`src/rtl/uart_rx_os16_if.sv`:
```
// uart_rx_os16_if: serial input and parallel result signals of the UART receiver.
// master is the receiver side, slave the consumer side.
interface uart_rx_os16_if #(parameter int DATA_BITS = 8);
  logic rx;
  logic [DATA_BITS-1:0] rx_data;
  logic rx_done;
  logic frame_err;
  logic parity_err;
  logic busy;
  modport master (input rx, output rx_data, rx_done, frame_err, parity_err, busy);
  modport slave (output rx, input rx_data, rx_done, frame_err, parity_err, busy);
endinterface

```
`src/rtl/uart_rx_os16.sv`:
```
// uart_rx_os16: 16x oversampling UART receiver with 2-of-3 mid-bit voting, false-start rejection and framing errors.
// Define UART_RX_PARITY_EN to insert an even-parity bit between the data bits and the stop bit.
module uart_rx_os16 #(
  parameter int CLKS_PER_TICK = 54,
  parameter int DATA_BITS = 8
) (
  input logic clk,
  input logic rst,
  uart_rx_os16_if.master bus
);
  localparam int TW = $clog2(CLKS_PER_TICK);
  localparam int IW = $clog2(DATA_BITS);
  typedef enum logic [2:0] {IDLE, START, DATA, PARITY, STOP} state_t;
  state_t state_q, state_d;
  logic [1:0] sync_q, sync_d;
  logic [TW-1:0] tick_q, tick_d;
  logic [3:0] samp_q, samp_d;
  logic [1:0] vote_q, vote_d;
  logic [IW-1:0] idx_q, idx_d;
  logic [DATA_BITS-1:0] shift_q, shift_d, data_q, data_d;
  logic done_q, done_d, ferr_q, ferr_d, armed_q, armed_d;
`ifdef UART_RX_PARITY_EN
  logic par_q, par_d, perr_q, perr_d;
`endif
  logic rx_s, tick, mid, wrap, maj;

  always_ff @(posedge clk or negedge rst)
    if (!rst) begin
      state_q <= IDLE;
      sync_q <= 2'b11;
      tick_q <= '0;
      samp_q <= '0;
      vote_q <= '0;
      idx_q <= '0;
      shift_q <= '0;
      data_q <= '0;
      done_q <= 1'b0;
      ferr_q <= 1'b0;
      armed_q <= 1'b1;
`ifdef UART_RX_PARITY_EN
      par_q <= 1'b0;
      perr_q <= 1'b0;
`endif
    end else begin
      state_q <= state_d;
      sync_q <= sync_d;
      tick_q <= tick_d;
      samp_q <= samp_d;
      vote_q <= vote_d;
      idx_q <= idx_d;
      shift_q <= shift_d;
      data_q <= data_d;
      done_q <= done_d;
      ferr_q <= ferr_d;
      armed_q <= armed_d;
`ifdef UART_RX_PARITY_EN
      par_q <= par_d;
      perr_q <= perr_d;
`endif
    end

  always_comb begin
    rx_s = sync_q[1];
    tick = tick_q == TW'(CLKS_PER_TICK - 1);
    mid = tick && samp_q == 4'd9;
    wrap = tick && samp_q == 4'd15;
    maj = (vote_q[0] & vote_q[1]) | (rx_s & (vote_q[0] | vote_q[1]));
    sync_d = {sync_q[0], bus.rx};
    state_d = state_q;
    tick_d = tick ? '0 : tick_q + 1'b1;
    samp_d = samp_q + {3'd0, tick};
    vote_d = vote_q;
    if (tick && samp_q == 4'd7) vote_d[0] = rx_s;
    if (tick && samp_q == 4'd8) vote_d[1] = rx_s;
    idx_d = idx_q;
    shift_d = shift_q;
    data_d = data_q;
    armed_d = armed_q;
    done_d = 1'b0;
    ferr_d = 1'b0;
`ifdef UART_RX_PARITY_EN
    par_d = par_q;
    perr_d = 1'b0;
`endif
    case (state_q)
      IDLE: begin
        tick_d = '0;
        samp_d = '0;
        idx_d = '0;
        if (rx_s) armed_d = 1'b1;
        else if (armed_q) state_d = START;
      end
      START:
        if (mid && maj) state_d = IDLE;
        else if (wrap) state_d = DATA;
      DATA: begin
        if (mid) shift_d = {maj, shift_q[DATA_BITS-1:1]};
        if (wrap) begin
          idx_d = idx_q + 1'b1;
`ifdef UART_RX_PARITY_EN
          if (idx_q == IW'(DATA_BITS - 1)) state_d = PARITY;
`else
          if (idx_q == IW'(DATA_BITS - 1)) state_d = STOP;
`endif
        end
      end
`ifdef UART_RX_PARITY_EN
      PARITY: begin
        if (mid) par_d = maj;
        if (wrap) state_d = STOP;
      end
`endif
      STOP:
        // Leave at mid-stop so a start bit with zero idle time is still caught.
        if (mid) begin
          state_d = IDLE;
          if (!maj) begin
            ferr_d = 1'b1;
            armed_d = 1'b0;
          end
`ifdef UART_RX_PARITY_EN
          else if (^shift_q ^ par_q) perr_d = 1'b1;
`endif
          else begin
            done_d = 1'b1;
            data_d = shift_q;
          end
        end
      default: state_d = IDLE;
    endcase
  end

  always_comb begin
    bus.busy = state_q != IDLE;
    bus.rx_data = data_q;
    bus.rx_done = done_q;
    bus.frame_err = ferr_q;
`ifdef UART_RX_PARITY_EN
    bus.parity_err = perr_q;
`else
    bus.parity_err = 1'b0;
`endif
  end
endmodule

```
`src/flat_wrapper.sv`:
```
// flat-port wrapper written by rule: the top's interface ports become plain ports
module uart_rx_os16_flat 
#(
  parameter int CLKS_PER_TICK = 54,
  parameter int DATA_BITS = 8
)
  (clk, rst, bus_rx, bus_rx_data, bus_rx_done, bus_frame_err, bus_parity_err, bus_busy);
  uart_rx_os16_if #(.DATA_BITS(DATA_BITS)) bus_i ();
  input logic clk;
  input logic rst;
  input wire logic [$bits(bus_i.rx)-1:0] bus_rx;
  output wire logic [$bits(bus_i.rx_data)-1:0] bus_rx_data;
  output wire logic [$bits(bus_i.rx_done)-1:0] bus_rx_done;
  output wire logic [$bits(bus_i.frame_err)-1:0] bus_frame_err;
  output wire logic [$bits(bus_i.parity_err)-1:0] bus_parity_err;
  output wire logic [$bits(bus_i.busy)-1:0] bus_busy;
  assign bus_i.rx = bus_rx;
  assign bus_rx_data = bus_i.rx_data;
  assign bus_rx_done = bus_i.rx_done;
  assign bus_frame_err = bus_i.frame_err;
  assign bus_parity_err = bus_i.parity_err;
  assign bus_busy = bus_i.busy;
  uart_rx_os16 #(.CLKS_PER_TICK(CLKS_PER_TICK), .DATA_BITS(DATA_BITS)) u_core (.clk(clk), .rst(rst), .bus(bus_i));
endmodule
```
`config.mk`:
```
export PLATFORM = sky130hd
export DESIGN_NAME = uart_rx_os16_flat
export DESIGN_NICKNAME = d
export VERILOG_FILES = /design/src/rtl/uart_rx_os16_if.sv /design/src/rtl/uart_rx_os16.sv /design/src/flat_wrapper.sv
export SDC_FILE = /design/constraint.sdc
export NUM_CORES = 1
export LEC_CHECK = 0
export BUFFER_PORTS_ARGS = -buffer_cell sky130_fd_sc_hd__buf_2
export CORE_UTILIZATION = 52
export DETAILED_ROUTE_END_ITERATION = 8
export PLACE_DENSITY = 0.75
export SYNTH_ARGS = -nofsm -noshare
export SYNTH_HDL_FRONTEND = slang
export SYNTH_SLANG_ARGS = --single-unit
```
`constraint.sdc`:
```
create_clock -name clk -period 1.87 [get_ports clk]
set_input_delay 0.374 -clock clk [delete_from_list [all_inputs] [get_ports clk]]
set_output_delay 0.374 -clock clk [all_outputs]
set_load 0.005 [all_outputs]
```
---- Word level (Yosys, flattened, before mapping) ----
Cells that the tools add are included.
cells by class
  add/subtract/negate cells ............... 3
  eq/ne operators ......................... 17
  muxes and demuxes ....................... 23
  bitwise logic cells ..................... 4
  reduce and logical (&&, ||, !) cells .... 14
operators with widths
  operator             number
  $mux 3               8
  $eq 4x4->1 const B   3
  $mux 6               2
  $pmux 3 s4           1
  $ne 2x1->1 const B   5
  $mux 1               9
  $add 6x1->6 const B  1
  $eq 3x3->1 const B   2
  $eq 6x6->1 const B   1
  $pmux 3 s2           1
  $reduce_and 6->1     1
  $logic_and 1x1->1    5
  $add 4x1->4          1
  $eq 4x3->1 const B   1
  $mux 4               1
  $ne 2x2->1 const B   2
  $reduce_and 2->1     2
  $reduce_and 4->1     1
  $reduce_bool 2->1    2
  $add 3x1->3 const B  1
  $eq 3x1->1 const B   1
  $eq 3x2->1 const B   1
  $logic_not 3->1      1
  $ne 3x1->1 const B   1
  other kinds (5)      7
word-level totals
  register bits ........................... 39
  input bits .............................. 3
  output and inout port bits .............. 12
  logic and storage cells ................. 73

---- Logic depth before layout (Yosys ltp) ----
Gate-level depths: netlist of run 1.
  depth after elaboration ................. 6
  gate-level depth with buffers ........... 9
  mapped depth without buffers ............ 9

---- Worst setup path before layout of run 1 ----
Ideal clock, no wire load.
  kind .................................... reg-to-reg
  from .................................... reg u_core.tick_q[1]
  to ...................................... reg u_core.samp_q[1]
  library setup time ...................... 0.119 ns
  arrival time ............................ 1.709 ns
  required time ........................... 1.751 ns
  slack ................................... 0.042 ns
  cell stages (with the launch flop) ...... 9
  buffers on the path ..................... 0
  clock period less this slack ............ 1.828 ns
  path through ............................ dfrtp_1 -> inv_1 -> ha_1 -> nand4b_1 -> or2_2 -> inv_1 -> ha_1 -> ha_1 -> and2_1
on the way
  longest elaborated chain between the ends .. 3
ends and longest elaborated chain
  element                   RTL line            source
  start: declaration        uart_rx_os16.sv:16  logic [TW-1:0] tick_q, tick_d;
  start signal: assignment  uart_rx_os16.sv:47  tick_q <= tick_d;
  $eq 6x6->1                uart_rx_os16.sv:64  tick = tick_q == TW'(CLKS_PER_TICK - 1);
  $add 4x1->4               uart_rx_os16.sv:71  samp_d = samp_q + {3'd0, tick};
  $mux 4                    uart_rx_os16.sv:85  case (state_q)
  net u_core.samp_d[1]      uart_rx_os16.sv:17  logic [3:0] samp_q, samp_d;
  end signal: assignment    uart_rx_os16.sv:48  samp_q <= samp_d;
  end: declaration          uart_rx_os16.sv:17
The timed path passes the listed nets, and every way through them passes these cells.
A chain may end at the register's enable or synchronous reset.

---- Worst setup path in the final report of run 1 ----
  from .................................... reg u_core.samp_q[2]
  to ...................................... reg u_core.data_q[2] (netlist: u_core.bus.rx_data[2])
on the way
  longest elaborated chain between the ends .. 3
ends and longest elaborated chain
  element                            RTL line            source
  $eq 4x4->1                         uart_rx_os16.sv:65  mid = tick && samp_q == 4'd9;
  $logic_and 1x1->1                  uart_rx_os16.sv:65
  $reduce_and 3->1 (no source line)  n/a
  end signal: assignment             uart_rx_os16.sv:52  data_q <= data_d;
  end: declaration                   uart_rx_os16.sv:20  logic [DATA_BITS-1:0] shift_q, shift_d, data_q, data_d;
Every way passes these cells.

==> metrics.txt, run 1 <==
Slew headroom between 60% and 70%; Setup CP Type flop to flop; IO Pins 15; PortBufs 13; Worst path max stage delay between 400 and 500 ps; CTS H-tree lvls 2; P_leak around 0.0011 uW; main combinational cell family by area after synthesis simple AND/OR/NAND/NOR gates; Syn Inst Count ~140; Synth Area in XOR/XNOR under 10%; maximum VDD drop roughly 480 uV; CTS max path bufs 2; post-route total power 1870 uW; Fmax 542 MHz; Crit Path Max Fanout 9; Least-Margin Pin Slew around 500 ps; Worst setup EP type flop; nets roughly 180; Placer Congestion around 0.9; Compound-Gate Fraction of Synth Area under 10%; CTS tree yes; first-pass GRT wire length slightly above 5 mm; Post-synth top flop dfrtp_1; most common cell after layout, fill and taps aside dfrtp_1; Post-synth ARST share 100%; portion of netlist area occupied by mux cells a little under an eighth; Row Count 20; Place WS about 24 ps; largest net degree at the start of global routing 22; final setup fails 0; yosys synthesis warning count 0; Die H a little under 60 um; flops & latches, synth 39; Final min period ~1800 ps; Worst path slowest cell or3b_4; pwr/cell area around 880 mW/mm^2; fraction of layout cells with a size suffix above 1 around two fifths; hold path start bus_rx; FF-to-FF path depth 5; CORE AREA 0.00310 mm^2; r2r startpoint u_core.samp_q[2]$_DFF_PN0_; worst hold path stage count 1; simple-gate share of the synthesized area 15.0%; Inserted Clock Buffers 5; Critical Path RT roughly 2100 ps; synthesized area 0.00172 mm^2; hold crit path type input port to flop; vias ~1100; max-slew violation total from the final report 0; synth-to-layout area growth 23.3%; Critical Path Start u_core.samp_q[2]$_DFF_PN0_; Fin. Hold Viols 0; die area 0.00353 mm^2; wire length per cell around 14 um; Setup WS post-layout between 20 and 25 ps; number of DRC markers in iteration 0 56; worst flop-to-flop path endpoint u_core.bus.rx_data[2]$_DFFE_PN0P_; worst skew pair latency between 300 and 400 ps; diodes inserted 0; post-route ant nets 0; Max-Cap Viols 0; DRT Pass-1 Iters 4; Total GRT Usage about a fifth; post-synthesis sequential area ratio between 50 and 60%; Detail Placement HPWL between 2 and 2.5 mm; commonest cells after routing, fill and taps aside dfrtp_1 (36), buf_4 (14), buf_2 (13), nand2_1 (11), nor2_1 (11); Synth Area per Inst roughly 12 um^2; Final Cycle Share a little over nine tenths; CTS clk-pin slew, worst paths between 100 and 150 ps; crit-path cells or3b_4, buf_6, nor4_4, nand2_4, mux2_4; initial antenna violation count 0; post-route cell area roughly 0.0021 mm^2; adder-cell share of the synthesized area a little under 5%; RSZ-0062 raised after global routing true; clock net sink count 39; Post-synth EDFFs 0; Worst setup SP type flop; Vias per Instance between 5 and 6; Remaining DRCs 0; count of cell types in the netlist 38; Layout Skew 11.9 ps; setup slack, reg-to-reg 20 ps; worst hold path endpoint u_core.sync_q[0]$_DFF_PN1_; Routed WL approximately 3.1 mm; total grt overflow 0; Die Wd between 50 and 60 um; Root Driver clkbuf_4; status finished clean; vias in the first global route roughly 1200; Worst EP arrival roughly 2100 ps; Initial Util a little under three fifths; placed instance area 0.00195 mm^2; Synth Net Count roughly 150
[synth_stat cells (all sizes together) (3+ instances only)]
master	number	area share, %
dfstp	3	4.6
nand3	4	1.2
o21ai	3	0.88
xor2	3	1.5
nor3	3	1.2
nand2	12	3.1
nor2	11	2.4
dfrtp	36	53
xnor2	3	1.5
o211ai	3	1.3
inv	7	1.5
nor4	3	2.0
ha	6	4.4
mux2	17	11
[kinds of logic (layout without fill, tap and decap cells)]
kind of cell,count (synthesis),count (layout)
buf+inv,11,47
other cells,1,1
simple gates,45,45
xor+xnor,6,6
mux,17,17
flops,39,39
compound gates,13,13
fa+ha+maj,7,7
[per-layer routing]
metal  vias up  track usage (%)  part of all wire [%]
met2        24             32.6                    52
met4         0             8.50                   1.5
met1       564             24.3                    43
met3         5             6.77                   3.5
met5         -                0                     0
li1        556                -                     -
[power by group]
part / internal [uW] / total, uW / switching, uW
Clock: 316 / 585 / 269
Sequential: 927 / 998 / 70.7
Combinational: 144 / 285 / 141
[timing repair]
| action | in CTS | in global routing |
|---|---|---|
| hold buffers | 1 | 0 |
| pin swaps | 0 | 3 |
| gates cloned | 0 | 0 |
| resized for setup | 1 | 14 |
| setup buffers | 0 | 1 |
| hold endpoints to repair | 17 | 0 |
| endpoints found under the setup margin | 1 | 19 |
[worst max-delay path: cells and delay by family (launching register included)]
| kind | cells | cell delay, ps |
|---|---|---|
| AND/OR/NAND/NOR | 3 | 890 |
| buffers and inverters | 1 | 140 |
| multiplexers | 1 | 320 |
| flip-flops | 1 | 400 |
[flip-flops by register name (all words and copies together), names as in the netlist]
| signal | cells |
|---|---|
| u_core.shift_q | 8 |
| u_core.bus.frame_err | 1 |
| u_core.samp_q | 4 |
| u_core.sync_q | 2 |
| u_core.armed_q | 1 |
| u_core.vote_q | 2 |
| u_core.tick_q | 6 |
| u_core.state_q | 3 |
| u_core.idx_q | 3 |
| u_core.bus.rx_data | 8 |
| u_core.bus.rx_done | 1 |
[worst max-delay path by stage]
stage / end / slack [ps] / depth (start not counted)
4_1_cts: u_core.bus.rx_data[2]$_DFFE_PN0P_ / 10 / 7
3_5_place_dp: u_core.bus.rx_data[2]$_DFFE_PN0P_ / 20 / 7
3_3_place_gp: u_core.bus.rx_data[2]$_DFFE_PN0P_ / 60 / 7
2_1_floorplan: u_core.samp_q[1]$_DFF_PN0_ / 40 / 8
6_report: u_core.bus.rx_data[2]$_DFFE_PN0P_ / 20 / 5
5_1_grt: u_core.bus.rx_data[2]$_DFFE_PN0P_ / -50 / 7
[area by class of cell]
class	instances	area, um^2
tap	44	55.1
multi-input combinational	89	733
clock inverter	2	35.0
fill	244	988
timing repair buffer	32	234
clock buffer	6	51.3
sequential	39	980
inverter	7	26.3
[stage by stage]
step / std cells / utilization, % / hold WS, ps / TNS (ps)
2_1_floorplan: 139 / - / 78.4 / 0
3_3_place_gp: 209 / 62.8 / 346 / 0
3_5_place_dp: 209 / 62.8 / 347 / 0
4_1_cts: 218 / 66.1 / 110 / 0
5_1_grt: 219 / 68.1 / 98.2 / -388
6_report: 219 / 68.1 / 125 / 0
Note: power is estimated with default switching activity, not from simulation.
==> inputs of run 2 (changes only) <==
--- a/config.mk
+++ b/config.mk
@@ -6,9 +6,10 @@
 export NUM_CORES = 1
 export LEC_CHECK = 0
 export BUFFER_PORTS_ARGS = -buffer_cell sky130_fd_sc_hd__buf_2
-export CORE_UTILIZATION = 52
+export CORE_UTILIZATION = 55
+export CTS_BUF_LIST = sky130_fd_sc_hd__clkbuf_8
 export DETAILED_ROUTE_END_ITERATION = 8
-export PLACE_DENSITY = 0.75
+export PLACE_DENSITY = 0.81
 export SYNTH_ARGS = -nofsm -noshare
 export SYNTH_HDL_FRONTEND = slang
 export SYNTH_SLANG_ARGS = --single-unit
==> metrics.txt, run 2 (synthesized netlist as in run 1, its figures left out) <==
CTS max path bufs 2; most common cell after layout, fill and taps aside dfrtp_1; register area 980 um^2; wire length on met3 approximately 97 um; post-route ant nets 0; first-pass GRT wire length ~5.1 mm; Fin. Hold Viols 0; crit-path cells or3b_4, buf_6, nor4_4, buf_4, nand2_4, mux2_4; worst skew pair latency 300 ps; Setup WS post-layout -27.9 ps; Detail Placement HPWL about 2.1 mm; dpl cells approximately 190; Layout Skew roughly 8.6 ps; number of DRC markers in iteration 0 98; Worst setup SP type flop; Post-CTS Hold Buffers 0; commonest cells after routing, fill and taps aside dfrtp_1 (36), buf_4 (16), buf_2 (13); Placer Congestion approximately 0.84; Remaining DRCs 1; diodes inserted 0; Max-Cap Viols 0; largest net degree at the start of global routing 40; pwr/cell area between 800 and 900 mW/mm^2; CTS tree yes; vias around 1100; DRT Pass-1 Iters 6; Worst EP arrival between 2000 and 2500 ps; Fmax between 500 and 600 MHz; wire length per cell 15.8 um; initial antenna violation count 0; Fillers a little over 200; CTS H-tree lvls 2; Final Instance Count excl. Fillers roughly 210; IO Pins 15; Root Driver clkbuf_8; Die Wd a little under 60 um; Worst path max stage delay approximately 400 ps; Worst setup EP type flop; hold crit path type input port to async pin; Vias per Instance between 5 and 6; total grt overflow 0; Slew headroom 64.6%; Util after Layout just over 70%; Setup CP Type flop to flop; Routed WL around 3.2 mm; multi-input combinational cell area ~730 um^2; setup TNS -46.4 ps; Die H roughly 58 um; CTS clk-pin slew, worst paths roughly 80 ps; Least-Margin Pin Slew slightly above 500 ps; Worst path slowest cell or3b_4; failing checks DRC, setup timing; max-slew violation total from the final report 0; Final Cycle Share 101%; fraction of layout cells with a size suffix above 1 38.3%; Initial Util 60.1%; RSZ-0062 raised after global routing true; P_leak ~0.0011 uW; nets 183; final setup fails 4; Place WS roughly 28 ps; Crit Path Max Fanout 5; Crit path buffers/inverters 2; die area about 0.0033 mm^2; clock net sink count 39; Row Count 19; Critical Path RT roughly 2100 ps; maximum VDD drop between 600 and 700 uV; wire length on met1 roughly 1.4 mm; met2 wire length around 1.7 mm; Inserted Clock Buffers 5; Total GRT Usage 21.1%; Largest delay share family, worst path simple AND/OR/NAND/NOR gates; Final min period around 1900 ps; CORE AREA 0.00285 mm^2; vias in the first global route between 1000 and 1500; synth-to-layout area growth 20.6%; top routing layer in use met4; PortBufs 13; status finished, violations left
==> run 2: layout make-up <==
| class | count | area share, % |
|---|---|---|
| clock buffers | 5 | 3.33 |
| repair buffers | 31 | 10.0 |
| inverters | 7 | 1.27 |
| well taps | 31 | 1.87 |
| clock inverters | 3 | 0.786 |
| flip-flops and latches | 39 | 47.3 |
| multi-input cells | 90 | 35.4 |
==> run 2: power breakdown <==
part           internal, uW  switching, uW
Combinational           141            147
Sequential              928           67.2
Clock                   255            293
Total                  1320            507
==> run 2: worst paths after layout <==
check,start,end,slack [ps],depth (start not counted)
max,u_core.samp_q[2]$_DFF_PN0_,u_core.bus.rx_data[2]$_DFFE_PN0P_,-30,6
min,rst,u_core.bus.frame_err$_DFF_PN0_,100,2
max reg2reg,u_core.samp_q[2]$_DFF_PN0_,u_core.bus.rx_data[2]$_DFFE_PN0P_,-30,6
min reg2reg,u_core.sync_q[0]$_DFF_PN1_,u_core.sync_q[1]$_DFF_PN1_,360,0
max in group asynchronous,rst,u_core.sync_q[1]$_DFF_PN1_,1390,2
min in group clk,bus_rx,u_core.sync_q[0]$_DFF_PN1_,170,1
==> run 2: per-stage QoR <==
stage          hold WS (ps)  power (uW)  cell area (um^2)
5_1_grt                 146        1930              2070
3_3_place_gp            346        1270              1920
4_1_cts                 123        1840              2000
2_1_floorplan          78.4        1170              1720
3_5_place_dp            347        1290              1920
6_report                101        1830              2070
==> run 2: repair_timing <==
| item | CTS | global route |
|---|---|---|
| buffers inserted | 0 | 4 |
| setup endpoints to repair | 0 | 18 |
| resized for setup | 0 | 12 |
==> run 2: metal layers <==
layer	up-vias	GRT usage (%)
li1	556	-
met1	562	25.8
met2	18	32.8
met3	9	6.70
met4	0	12.2
met5	-	0
==> inputs of run 3 (changes only) <==
--- a/config.mk
+++ b/config.mk
@@ -5,6 +5,7 @@
 export SDC_FILE = /design/constraint.sdc
 export NUM_CORES = 1
 export LEC_CHECK = 0
+export ABC_AREA = 1
 export BUFFER_PORTS_ARGS = -buffer_cell sky130_fd_sc_hd__buf_2
 export CORE_UTILIZATION = 55
 export CTS_BUF_LIST = sky130_fd_sc_hd__clkbuf_8
==> metrics.txt, run 3 <==
Fmax between 600 and 700 MHz; Util after Layout 65.2%; Synth Area per Inst between 9 and 10 um^2; initial antenna violation count 0; Row Count 20; total grt overflow 0; wire length per cell ~12 um; P_leak around 0.0010 uW; fraction of layout cells with a size suffix above 1 25.8%; crit-path cells inv_1, nand2_1, nor2_1, inv_1, buf_2; nets between 200 and 250; Synth top area share between 40% and 50%; PortBufs 13; Worst path max stage delay around 390 ps; synthesized area 0.00184 mm^2; Detail Placement HPWL about 2.1 mm; RSZ-0062 raised after global routing false; pwr/cell area 904 mW/mm^2; most common cell after layout, fill and taps aside nand2_1; setup slack, reg-to-reg 300 ps; post-CTS setup buffers 0; FF-to-FF path depth 9; max-slew violation total from the final report 0; Final Instance Count excl. Fillers around 250; CORE AREA approximately 0.0031 mm^2; Largest delay share family, worst path flip-flops; Worst EP arrival around 1300 ps; Final Cycle Share between 80% and 90%; Vias per Instance 5.03; first-pass GRT wire length 5.09 mm; count of cell types in the netlist 30; Setup WS post-layout ~210 ps; commonest cells in the netlist nand2_1 (40), dfrtp_1 (36), inv_1 (24), nor2_1 (14), o21ai_2 (14); r2r startpoint u_core.tick_q[1]$_DFF_PN0_; Place WS ~280 ps; Inserted Clock Buffers 5; Post-synth EDFFs 0; most frequent cell after synthesis nand2_1; dpl cells roughly 250; worst flop-to-flop path endpoint u_core.bus.rx_data[2]$_DFFE_PN0P_; Initial Util approximately 59%; Setup CP Type flop to output pin; vias about 1300; Crit Path Max Fanout 4; Crit path buffers/inverters 3; status finished clean; worst skew pair latency slightly below 300 ps; Max-Cap Viols 0; largest net degree at the start of global routing 40; DRT Pass-1 Iters 5; Post-CTS Hold Buffers 0; top post-synthesis cells by area dfrtp_1 (49%), nand2_1 (8.2%), o21ai_2 (6.7%), inv_1 (4.9%), dfstp_2 (4.3%); commonest cells after routing, fill and taps aside nand2_1 (40), dfrtp_1 (36), inv_1 (26), nor2_1 (14), o21ai_2 (14); Fin. Hold Viols 0; Die Wd roughly 60 um; vias in the first global route ~1200; Post-synth top flop dfrtp_1; post-synth top area cell dfrtp_1; Remaining DRCs 0; Synth Net Count roughly 200; Total GRT Usage around 20%; synth-to-layout area growth 10.2%; post-synthesis sequential area ratio a little over half; hold crit path type input port to async pin; Worst setup SP type flop; Final min period 1660 ps; IO Pins 15; Post-synth ARST share 100%; setup TNS 0 ps; Critical Path RT approximately 1500 ps; CTS clk-pin slew, worst paths around 80 ps; Fillers 281; yosys synthesis warning count 0; flops & latches, synth 39; CP most frequent cell inv_1; Routed WL just under 3 mm; clock net sink count 39; final setup fails 0; post_cts resized 0; die area approximately 0.0036 mm^2; Layout Skew 7.69 ps; diodes inserted 0; post-route ant nets 0; Syn Inst Count between 150 and 200; Root Driver clkbuf_8; Worst path slowest cell dfrtp_1; Die H about 60 um; number of DRC markers in iteration 0 38; CTS H-tree lvls 2; Worst setup EP type output pin; CTS tree yes; maximum VDD drop slightly above 600 uV; Placer Congestion 0.802; CTS max path bufs 2
-- run 3: cell types whose count changed after synthesis, sizes merged, moves of 3 or more --
cell	before	now
inv	7	26
nor2	11	18
nand3	4	15
a21oi	1	4
o211ai	3	0
nand2	12	46
nor4	3	0
mux2	17	0
o21ai	3	17
-- run 3: cell families (layout without fill, tap and decap cells) --
group                      after synthesis  in the layout  share of synthesized area [%]
DFF                                     39             39                           53.4
xor gates and xnor gates                 5              5                           2.39
AOI/OAI and AO/OA                       23             23                           9.48
and+or+nand+nor                         86             86                           23.4
adders and majority gates                6              6                           4.09
buffers and inverters                   29             49                           7.09
other                                    1              1                          0.204
-- run 3: metal layers --
layer / wire [um] / vias up / track usage (%)
met4: 51 / 0 / 8.64
met2: 1450 / 20 / 31.1
li1: - / 634 / -
met1: 1310 / 611 / 25.0
met3: 127 / 8 / 8.01
met5: 0 / - / 0
-- run 3: metrics by stage --
step | total power, uW | cell area (um^2) | hold slack (ps)
final | 1830 | 2020 | 123
after global placement | 1300 | 1940 | 346
after CTS | 1840 | 2020 | 143
after floorplan | 1210 | 1840 | 78.4
after global routing | 1950 | 2020 | 160
after detailed placement | 1310 | 1940 | 351
-- run 3: area by class of cell --
cell class | instances | area (um^2) | area share (%)
Timing Repair Buffer | 15 | 80.1 | 3.96
Clock buffer | 5 | 68.8 | 3.40
Multi-Input combinational cell | 121 | 726 | 35.9
Clock inverter | 3 | 12.5 | 0.619
Sequential cell | 39 | 980 | 48.5
Inverter | 26 | 100 | 4.95
Tap cell | 44 | 55.1 | 2.72
-- run 3: how the worst max path moves through the flow --
stage	from	endpoint	slack, ps	cells after the start
detailed placement	u_core.tick_q[1]$_DFF_PN0_	u_core.bus.rx_data[4]$_DFFE_PN0P_	280	9
global placement	u_core.tick_q[1]$_DFF_PN0_	u_core.bus.rx_data[4]$_DFFE_PN0P_	360	9
floorplan	u_core.tick_q[0]$_DFF_PN0_	u_core.samp_q[2]$_DFF_PN0_	410	7
CTS	u_core.state_q[0]$_DFFE_PN0P_	bus_busy	210	5
global route	u_core.state_q[0]$_DFFE_PN0P_	bus_busy	100	5
finish	u_core.state_q[0]$_DFFE_PN0P_	bus_busy	210	5
-- run 3: worst register-to-register path, cell delays in order, from the launching register on --
cell and delay, ps:
dfrtp_1 410, inv_1 70, ha_1 150, nand3_2 120, nor2_8 170, nand2_4 80
inv_4 80, nand3_4 190, nand2_1 140, o21ai_2 60
-- run 3: power by group --
| part | total, uW | switching (uW) | internal [uW] | leakage (uW) |
|---|---|---|---|---|
| Sequential | 977 | 66.4 | 911 | 0.000524 |
| Combinational | 316 | 196 | 120 | 0.000470 |
| Clock | 535 | 284 | 251 | 0.0000505 |
| Total | 1830 | 546 | 1280 | 0.00104 |
